--- src/rtl/pong_pkg.sv ---
// Shared pong game-flow definitions.
// State encodings and winner codes used by the controller and overlays.
package pong_pkg;

  typedef enum logic [1:0] {
    ST_NEW     = 2'b00,
    ST_PLAY    = 2'b01,
    ST_NEWBALL = 2'b10,
    ST_OVER    = 2'b11
  } state_t;

  localparam logic [1:0] WIN_NONE = 2'b00;
  localparam logic [1:0] WIN_P1   = 2'b01;
  localparam logic [1:0] WIN_P2   = 2'b10;
  localparam logic [1:0] WIN_DRAW = 2'b11;

endpackage

--- src/rtl/pong_timer.sv ---
// Loadable pause down-counter; holds at zero once expired.
// Ports: clk, reset (sync, high), load (start pause), done (count==0).
module pong_timer #(
  parameter int TIMER_CYCLES = 50000000
) (
  input  logic clk,
  input  logic reset,
  input  logic load,
  output logic done
);

  localparam int TW =
    (TIMER_CYCLES > 1) ? $clog2(TIMER_CYCLES) : 1;

  logic [TW-1:0] count;

  always_ff @(posedge clk) begin
    if (reset)
      count <= '0;
    else if (load)
      count <= TW'(TIMER_CYCLES - 1);
    else if (count != '0)
      count <= count - 1'b1;
  end

  assign done = (count == '0);

endmodule

--- src/rtl/pong_game_ctrl.sv ---
// Pong game-flow controller: serve/pause/score/rally/winner.
// Ports: clk, reset, btn1/btn2, hit, miss, miss_side -> gra_still,
// game_state, balls_left, score1, score2, rally, winner.
module pong_game_ctrl
  import pong_pkg::*;
#(
  parameter int NUM_BALLS    = 3,
  parameter int BALL_W       = 2,
  parameter int SCORE_W      = 4,
  parameter int WIN_SCORE    = 7,
  parameter int RALLY_W      = 8,
  parameter int TIMER_CYCLES = 50000000
) (
  input  logic               clk,
  input  logic               reset,
  input  logic [1:0]         btn1,
  input  logic [1:0]         btn2,
  input  logic               hit,
  input  logic               miss,
  input  logic               miss_side,
  output logic               gra_still,
  output logic [1:0]         game_state,
  output logic [BALL_W-1:0]  balls_left,
  output logic [SCORE_W-1:0] score1,
  output logic [SCORE_W-1:0] score2,
  output logic [RALLY_W-1:0] rally,
  output logic [1:0]         winner
);

  state_t state, state_nx;

  logic               any_btn;
  logic               done;
  logic               load;
  logic               game_end;
  logic [SCORE_W-1:0] new_s1, new_s2, opp;
  logic [BALL_W-1:0]  balls_nx;
  logic [SCORE_W-1:0] score1_nx, score2_nx;
  logic [RALLY_W-1:0] rally_nx;
  logic [1:0]         winner_nx;

  function automatic logic [1:0] win_of(
    input logic [SCORE_W-1:0] a,
    input logic [SCORE_W-1:0] b
  );
    if (a > b)      return WIN_P1;
    else if (b > a) return WIN_P2;
    else            return WIN_DRAW;
  endfunction

  assign any_btn = ((btn1 | btn2) != 2'b00);

  // Point goes to the opponent of the side that missed.
  always_comb begin
    new_s1 = score1;
    new_s2 = score2;
    if (miss_side) begin
      if (score1 != '1) new_s1 = score1 + 1'b1;
    end else begin
      if (score2 != '1) new_s2 = score2 + 1'b1;
    end
    opp = miss_side ? new_s1 : new_s2;
    game_end = (balls_left == '0) ||
      ((WIN_SCORE != 0) && (int'(opp) >= WIN_SCORE));
  end

  pong_timer #(
    .TIMER_CYCLES(TIMER_CYCLES)
  ) u_timer (
    .clk  (clk),
    .reset(reset),
    .load (load),
    .done (done)
  );

  always_ff @(posedge clk) begin
    if (reset) begin
      state      <= ST_NEW;
      gra_still  <= 1'b1;
      balls_left <= BALL_W'(NUM_BALLS);
      score1     <= '0;
      score2     <= '0;
      rally      <= '0;
      winner     <= WIN_NONE;
    end else begin
      state      <= state_nx;
      gra_still  <= (state_nx != ST_PLAY);
      balls_left <= balls_nx;
      score1     <= score1_nx;
      score2     <= score2_nx;
      rally      <= rally_nx;
      winner     <= winner_nx;
    end
  end

  assign game_state = state;

  always_comb begin
    state_nx = state;
    unique case (state)
      ST_NEW:
        if (any_btn) state_nx = ST_PLAY;
      ST_PLAY:
        if (miss)
          state_nx = game_end ? ST_OVER : ST_NEWBALL;
      ST_NEWBALL:
        if (done && any_btn) state_nx = ST_PLAY;
      ST_OVER:
        if (done) state_nx = ST_NEW;
      default:
        state_nx = ST_NEW;
    endcase
  end

  always_comb begin
    load      = 1'b0;
    balls_nx  = balls_left;
    score1_nx = score1;
    score2_nx = score2;
    rally_nx  = rally;
    winner_nx = winner;
    unique case (state)
      ST_NEW:
        if (any_btn) begin
          balls_nx  = BALL_W'(NUM_BALLS - 1);
          score1_nx = '0;
          score2_nx = '0;
          rally_nx  = '0;
          winner_nx = WIN_NONE;
        end
      ST_PLAY:
        if (miss) begin
          load      = 1'b1;
          score1_nx = new_s1;
          score2_nx = new_s2;
          rally_nx  = '0;
          if (game_end)
            winner_nx = win_of(new_s1, new_s2);
          else
            balls_nx = balls_left - 1'b1;
        end else if (hit) begin
          if (rally != '1) rally_nx = rally + 1'b1;
        end
      default: ;
    endcase
  end

endmodule

--- config.mk ---
export PLATFORM = sky130hd
export DESIGN_NAME = pong_game_ctrl
export DESIGN_NICKNAME = d
export VERILOG_FILES = /design/src/rtl/pong_pkg.sv /design/src/rtl/pong_timer.sv /design/src/rtl/pong_game_ctrl.sv
export SDC_FILE = /design/constraint.sdc
export NUM_CORES = 1
export LEC_CHECK = 0
export ABC_AREA = 0
export CAP_MARGIN = 20
export CORE_UTILIZATION = 48
export DETAILED_ROUTE_END_ITERATION = 12
export PLACE_DENSITY = 0.66
export RECOVER_POWER = 25
export SLEW_MARGIN = 10
export SYNTH_ARGS = -nofsm -noshare
export SYNTH_HDL_FRONTEND = slang
export SYNTH_HIERARCHICAL = 1
export SYNTH_SLANG_ARGS = --single-unit
--- constraint.sdc ---
create_clock -name clk -period 7 [get_ports clk]
set_input_delay 1.4 -clock clk [delete_from_list [all_inputs] [get_ports clk]]
set_output_delay 1.4 -clock clk [all_outputs]
set_load 0.01 [all_outputs]
==> results by group, run 1 <==
Run status
  – Status: finished clean

Clock network
  – Setup bufs post-CTS: 0
  – # H-tree levels: 2
  – Clock Sinks: 49
  – Clock Pin Slew Worst Setup and Hold Paths: 0.09 ns
  – Worst skew pair latency: 0.30 ns
  – CTS root buf: clkbuf_8
  – CTS Buf Count: 5
  – Hold-fix buffers at CTS: 0
  – CTS tree: done
  – Bufs on Longest Clock Path: 2
  – Post-CTS sizing: 0

Place
  – Port bufs: 31
  – Final RePlAce weighted congestion: 0.810
  – Placed Cells: 417
  – Detailed placement HPWL: 4.38 mm

Timing
  – Setup TNS: 0 ns
  – Slew @ Worst Pin: 0.540 ns
  – Max Clk Rate: 278 MHz
  – Final period util: 51.3%
  – Post-layout min period: 3.59 ns
  – Final hold vios: 0
  – Final Setup Violations: 0
  – Worst hold slack: 0.487 ns
  – Slew Limit Headroom: 63.8%
  – RSZ-0062 raised after global routing: false
  – Slew Limit Fails: 0
  – Clock Skews: 0.0126 ns

Critical path
  – R2R setup slack: 4.43 ns
  – Worst setup EP type: flop
  – Startpoint Class: primary input
  – Reg-to-Reg Start: score2[0]
  – Required time of the critical path: 7.25 ns
  – CP arrival: 3.85 ns
  – Kind of critical path: primary input to flop
  – Crit path max fanout: 9
  – Critical Path Start: miss_side

Layout
  – Multi-input logic area: 1770 um2
  – Final non-filler cell total: 425
  – Synth-to-Final Area Change: 16.4%
  – N_diodes: 0
  – Most common cell after layout, fill and taps aside: dfxtp_1
  – Seq. cell area: 981 um2
  – Highest-count cells in the layout ignoring fill and taps: dfxtp_1, nand2_1, clkdlybuf4s50_1, nor2_1, a21oi_1
  – Final net count: 370
  – Fill cells: 516
  – Share of layout cells above drive strength 1: 7.65%

Power and ir drop
  – Power Dens Cells: 264 nW/um2
  – Sequential share of power: 41.4%
  – Leakage: 1.26 nW
  – Sw Ratio: 34.3%
  – VDD IR max: 0.170 mV
  – Clock power share: 27.3%
  – P_sw: 0.000302 W
  – Int Pwr: 0.000578 W
  – Total power: 0.000880 W
  – Comb power frac: 31.3%

Die
  – I/O pin cnt: 32
  – Die width: 79.2 um
  – Row count: 27
  – Core Area: 5640 um2
  – Die H: 79.2 um
  – Die area: 6280 um2
  – Initial Util: 50.8%

Detailed routing
  – Detailed Route WL: 6.24 mm
  – Remaining DRCs: 0
  – Via Count: 2559
  – Drt first pass iters: 4
  – Via density per instance: 6.02
  – Final ANT Viol Nets: 0
  – Drt wl/cell: 14.7 um
  – First DRT Iteration DRCs: 104

Run
  – Max-cap violations: 0

Logic synthesis
  – Syn Area/Cell: 8.76 um2
  – Asr flop ratio synth: 0%
  – Synth Flop Type: dfxtp_1
  – Synth Cell Area: 2860 um2
  – Area leader, netlist: dfxtp_1
  – Top cells by area, synth: dfxtp_1, mux2i_1, ha_1
  – Synthesized Nets: 345
  – Synth warn: 6
  – Synth cell types: 61
  – Share of the synthesized area in the top cell type: 34.3%
  – Synthesized flop and latch total: 49
  – Syn Inst Count: 327
  – Post-synth EDFFs: 0
  – Seq/Total Area, Yosys: 34.3%

Global route
  – First-pass GRT wire length: 10.5 mm
  – Tot GR Track Use: 21.1%
  – Vias in the first global route: 2344
  – Initial antenna violation count: 0
  – Largest net degree at the start of global routing: 40
  – Gr ovfl total: 0

Min path
  – Worst hold path type: flop to flop
  – Hold_sp: u_timer/count[8]
critical path, cell delays in order:
cell and delay (ns):
clkdlybuf4s50_1 0.57, a31oi_1 0.40, mux2_2 0.40, ha_1 0.29, nor2b_1 0.14, o211ai_1 0.20, nand2_1 0.07, a221oi_1 0.25
a211o_1 0.13
layout make-up:
class / instances / area share [%]
Timing Repair Buffer: 32 / 9.53
Inverter: 10 / 1.13
Multi-Input combinational cell: 254 / 53.2
Sequential cell: 49 / 29.4
Tap cell: 72 / 2.70
Clock inverter: 3 / 1.95
Clock buffer: 5 / 2.06
stage by stage:
| step | setup WS, ns | utilization (%) | instance area (um2) |
|---|---|---|---|
| final | 3.41 | 59.1 | 3330 |
| after CTS | 3.42 | 59.1 | 3340 |
| after global routing | 3.25 | 59.1 | 3330 |
| after detailed placement | 3.11 | 56.8 | 3200 |
| after global placement | 3.17 | 56.8 | 3200 |
| after floorplan | 3.73 | - | 2860 |
power by group through the flow:
stage / registers, W / clock network (W) / logic (W)
6_report: 0.000364 / 0.000240 / 0.000276
5_1_grt: 0.000369 / 0.000260 / 0.000308
4_1_cts: 0.000364 / 0.000248 / 0.000277
3_5_place_dp: 0.000369 / 0 / 0.000275
3_3_place_gp: 0.000368 / 0 / 0.000274
2_1_floorplan: 0.000362 / 0 / 0.000230
per-layer routing:
metal | GRT usage (%) | routed length [um]
met5 | 0 | 0
met4 | 8.18 | 54
met3 | 4.60 | 210
met2 | 36.7 | 3080
met1 | 25.0 | 2900
synth_stat cells (all sizes together), types with 2 or more instances:
cell / count
a311oi: 3
and3: 3
a21oi: 18
a31oi: 7
and3b: 3
and2: 3
xor2: 7
buf: 5
nor3: 13
a211oi: 3
nor4bb: 2
nand3: 10
o211ai: 2
ha: 9
nor2b: 4
nand2: 23
nand2b: 8
a211o: 3
or2: 4
or4: 5
o21ai: 17
nor4: 6
and4: 2
a2111oi: 2
nand4: 9
mux2: 3
clkbuf: 9
a221oi: 2
nor2: 23
o31ai: 6
or3: 9
o2111ai: 2
xnor2: 11
a22o: 3
mux2i: 12
inv: 9
nor3b: 6
dfxtp: 49
flip-flops by register name, summed over array words and instances (netlist names):
name	flops
gra_still	1
score2	4
rally	8
game_state	2
balls_left	2
score1	4
winner	2
u_timer/count	26
final timing paths:
check                      to  cells after the start
min reg2reg  u_timer/count[8]                      2
max                 winner[0]                      9
max reg2reg         winner[0]                      9
min          u_timer/count[8]                      2
cells by family after synthesis:
family	Yosys count	share of synthesized area, %
AO/OA/AOI/OAI	75	18.8
XOR/XNOR	18	5.50
adder cells (fa/ha/maj)	9	3.93
buffers and inverters	24	3.71
flip-flops	49	34.3
multiplexers	15	5.37
AND/OR/NAND/NOR	137	28.4
(Power assumes the default switching activity.)
==> run 2, diff against run 1 <==
--- a/config.mk
+++ b/config.mk
@@ -9,7 +9,7 @@
 export CAP_MARGIN = 20
 export CORE_UTILIZATION = 48
 export DETAILED_ROUTE_END_ITERATION = 12
-export PLACE_DENSITY = 0.66
+export PLACE_DENSITY = 0.68
 export RECOVER_POWER = 25
 export SLEW_MARGIN = 10
 export SYNTH_ARGS = -nofsm -noshare
==> constraint.sdc (replaced) <==
create_clock -name clk -period 2.9 [get_ports clk]
set_input_delay 0.58 -clock clk [delete_from_list [all_inputs] [get_ports clk]]
set_output_delay 0.58 -clock clk [all_outputs]
set_load 0.01 [all_outputs]
==> results by group, run 2 (synthesis gave the netlist of run 1 again) <==
Global route
  – Tot GR Track Use: 21.1% (about the same)
  – Initial antenna violation count: 0 (unchanged)
  – Gr ovfl total: 0 (unchanged)
  – Largest net degree at the start of global routing: 23 (was 40)
  – Vias in the first global route: 2226 (was 2344)
  – First-pass GRT wire length: 10.5 mm (about the same)

Detailed routing
  – First DRT Iteration DRCs: 119 (was 104)
  – Via density per instance: 5.82 (was 6.02)
  – Drt wl/cell: 14.5 um (was 14.7 um)
  – Detailed Route WL: 6.26 mm (was 6.24 mm)
  – Remaining DRCs: 0 (unchanged)
  – Final ANT Viol Nets: 0 (unchanged)
  – Drt first pass iters: 4 (unchanged)
  – Via Count: 2515 (was 2559)

Layout
  – Share of layout cells above drive strength 1: 9.72% (was 7.65%)
  – Most common cell after layout, fill and taps aside: dfxtp_1 (unchanged)
  – Highest-count cells in the layout ignoring fill and taps: dfxtp_1, nand2_1, nor2_1, a21oi_1 (was dfxtp_1, nand2_1, clkdlybuf4s50_1, nor2_1, a21oi_1)
  – N_diodes: 0 (unchanged)
  – Max reg flops: 26 (unchanged)
  – Fin util: 59.2% (was 59.1%)
  – Synth-to-Final Area Change: 16.6% (was 16.4%)
  – Top Registers: u_timer/count: 26 flops, rally: 8 flops (unchanged)
  – Biggest register: u_timer/count (unchanged)
  – Final net count: 377 (was 370)

Timing
  – Slew Limit Fails: 0 (unchanged)
  – Max Clk Rate: 405 MHz
  – Setup TNS: 0 ns (unchanged)
  – Final worst slack: 0.432 ns (was 3.41 ns)
  – RSZ-0062 raised after global routing: false (unchanged)
  – Slew Limit Headroom: 65.9% (was 63.8%)
  – Final period util: 85.1%
  – Final Setup Violations: 0 (unchanged)
  – Clock Skews: 0.0105 ns (was 0.0126 ns)
  – Post-layout min period: 2.47 ns
  – Final hold vios: 0 (unchanged)
  – Slew @ Worst Pin: 0.507 ns (was 0.540 ns)

Clock network
  – Bufs on Longest Clock Path: 2 (unchanged)
  – Clock Pin Slew Worst Setup and Hold Paths: 0.09 ns (about the same)
  – CTS Buf Count: 5 (unchanged)
  – CTS root buf: clkbuf_8 (unchanged)
  – Hold-fix buffers at CTS: 0 (unchanged)
  – Worst skew pair latency: 0.31 ns (was 0.30 ns)
  – Post-CTS sizing: 0 (unchanged)
  – CTS tree: done (unchanged)
  – Clock Sinks: 49 (unchanged)
  – # H-tree levels: 2 (unchanged)
  – Setup bufs post-CTS: 0 (unchanged)

Die
  – Core Area: 5640 um2 (unchanged)
  – Die width: 79.2 um (unchanged)
  – Die H: 79.2 um (unchanged)
  – I/O pin cnt: 32 (unchanged)
  – Die area: 6280 um2 (unchanged)
  – Initial Util: 50.8% (unchanged)
  – Row count: 27 (unchanged)

Critical path
  – Required time of the critical path: 3.16 ns (was 7.25 ns)
  – Buf/Inv on CP: 0 (was 1)
  – Critical-path top delay cell: dfxtp_1 (was clkdlybuf4s50_1)
  – Most frequent CP cell: ha_1
  – CP arrival: 2.73 ns (was 3.85 ns)
  – Startpoint Class: flop (was primary input)
  – Crit-path cells: ha_1 > a31oi_1 > mux2_2 > ha_1 > nor2b_1 > o211ai_1 > nand2_1 > a221oi_1 > a211o_1 (was clkdlybuf4s50_1 > a31oi_1 > mux2_2 > ha_1 > nor2b_1 > o211ai_1 > nand2_1 > a221oi_1 > a211o_1)
  – Kind of critical path: flop to flop (was primary input to flop)
  – Crit path max fanout: 8 (was 9)
  – Delay-heaviest family, CP: compound AO/OA/AOI/OAI gates (unchanged)
  – Worst setup EP type: flop (unchanged)
  – Worst path max stage delay: 0.39 ns (was 0.57 ns)

Place
  – Final RePlAce weighted congestion: 0.835 (was 0.810)
  – Port bufs: 31 (unchanged)
  – Detailed placement HPWL: 4.61 mm (was 4.38 mm)
  – Pre-CTS setup slack: 0.125 ns (was 3.11 ns)

Run
  – Max-cap violations: 0 (unchanged)

Power and ir drop
  – Leakage: 1.31 nW (was 1.26 nW)
  – Power Dens Cells: 588 nW/um2 (was 264 nW/um2)
  – VDD IR max: 0.544 mV (was 0.170 mV)

Min path
  – Worst hold path type: flop to flop (unchanged)

Run status
  – Status: finished clean (unchanged)
run 2: changes by cell type in the layout (fill, tap and decap cells not counted), sizes merged:
| cell | previous run | this run |
|---|---|---|
| buf | 1 | 8 |
| bufinv | 2 | 0 |
| clkbuf | 5 | 6 |
| clkinv | 2 | 3 |
| clkdlybuf4s50 | 22 | 14 |
| dlygate4sd3 | 9 | 17 |
run 2: routing by layer:
metal	track usage, %	share of wire (%)
met5	0	0
met4	6.18	1.1
met3	3.56	2.7
met2	37.5	50
met1	25.8	46
run 2: area by class of cell:
cell class | count | area (um2)
clock buffers | 6 | 72.6
clock inverters | 2 | 10.0
fillers | 506 | 2300
inverters | 10 | 37.5
multi-input cells | 254 | 1780
flip-flops and latches | 49 | 981
well taps | 72 | 90.1
repair buffers | 39 | 370
run 2: through the flow:
step	cells	instance area, um2	hold WS, ns	total power [W]
3_5_place_dp	424	3260	0.486	0.00158
2_1_floorplan	327	2860	0.459	0.00143
3_3_place_gp	424	3260	0.475	0.00156
5_1_grt	432	3340	0.525	0.00209
4_1_cts	432	3340	0.499	0.00198
6_report	432	3340	0.490	0.00196
run 2: worst register-to-register path, cell delays in order, from the launching register on:
cell,delay (ns)
dfxtp_1,0.39
ha_1,0.29
a31oi_1,0.26
mux2_2,0.38
ha_1,0.29
nor2b_1,0.14
o211ai_1,0.21
nand2_1,0.08
a221oi_1,0.25
a211o_1,0.14
run 2: worst paths after layout:
| check | startpoint | endpoint | slack [ns] | depth (start not counted) |
|---|---|---|---|---|
| max | score2[0] | winner[0] | 0.43 | 9 |
| min reg2reg | rally[6] | rally[6] | 0.49 | 2 |
| max reg2reg | score2[0] | winner[0] | 0.43 | 9 |
| min | rally[6] | rally[6] | 0.49 | 2 |
run 2: power by group:
part | leakage [nW] | total (W) | switching (W) | internal (W)
clock network | 0.0450 | 0.000398 | 0.000230 | 0.000168
registers | 0.401 | 0.000876 | 0.000114 | 0.000762
logic | 0.860 | 0.000688 | 0.000383 | 0.000305
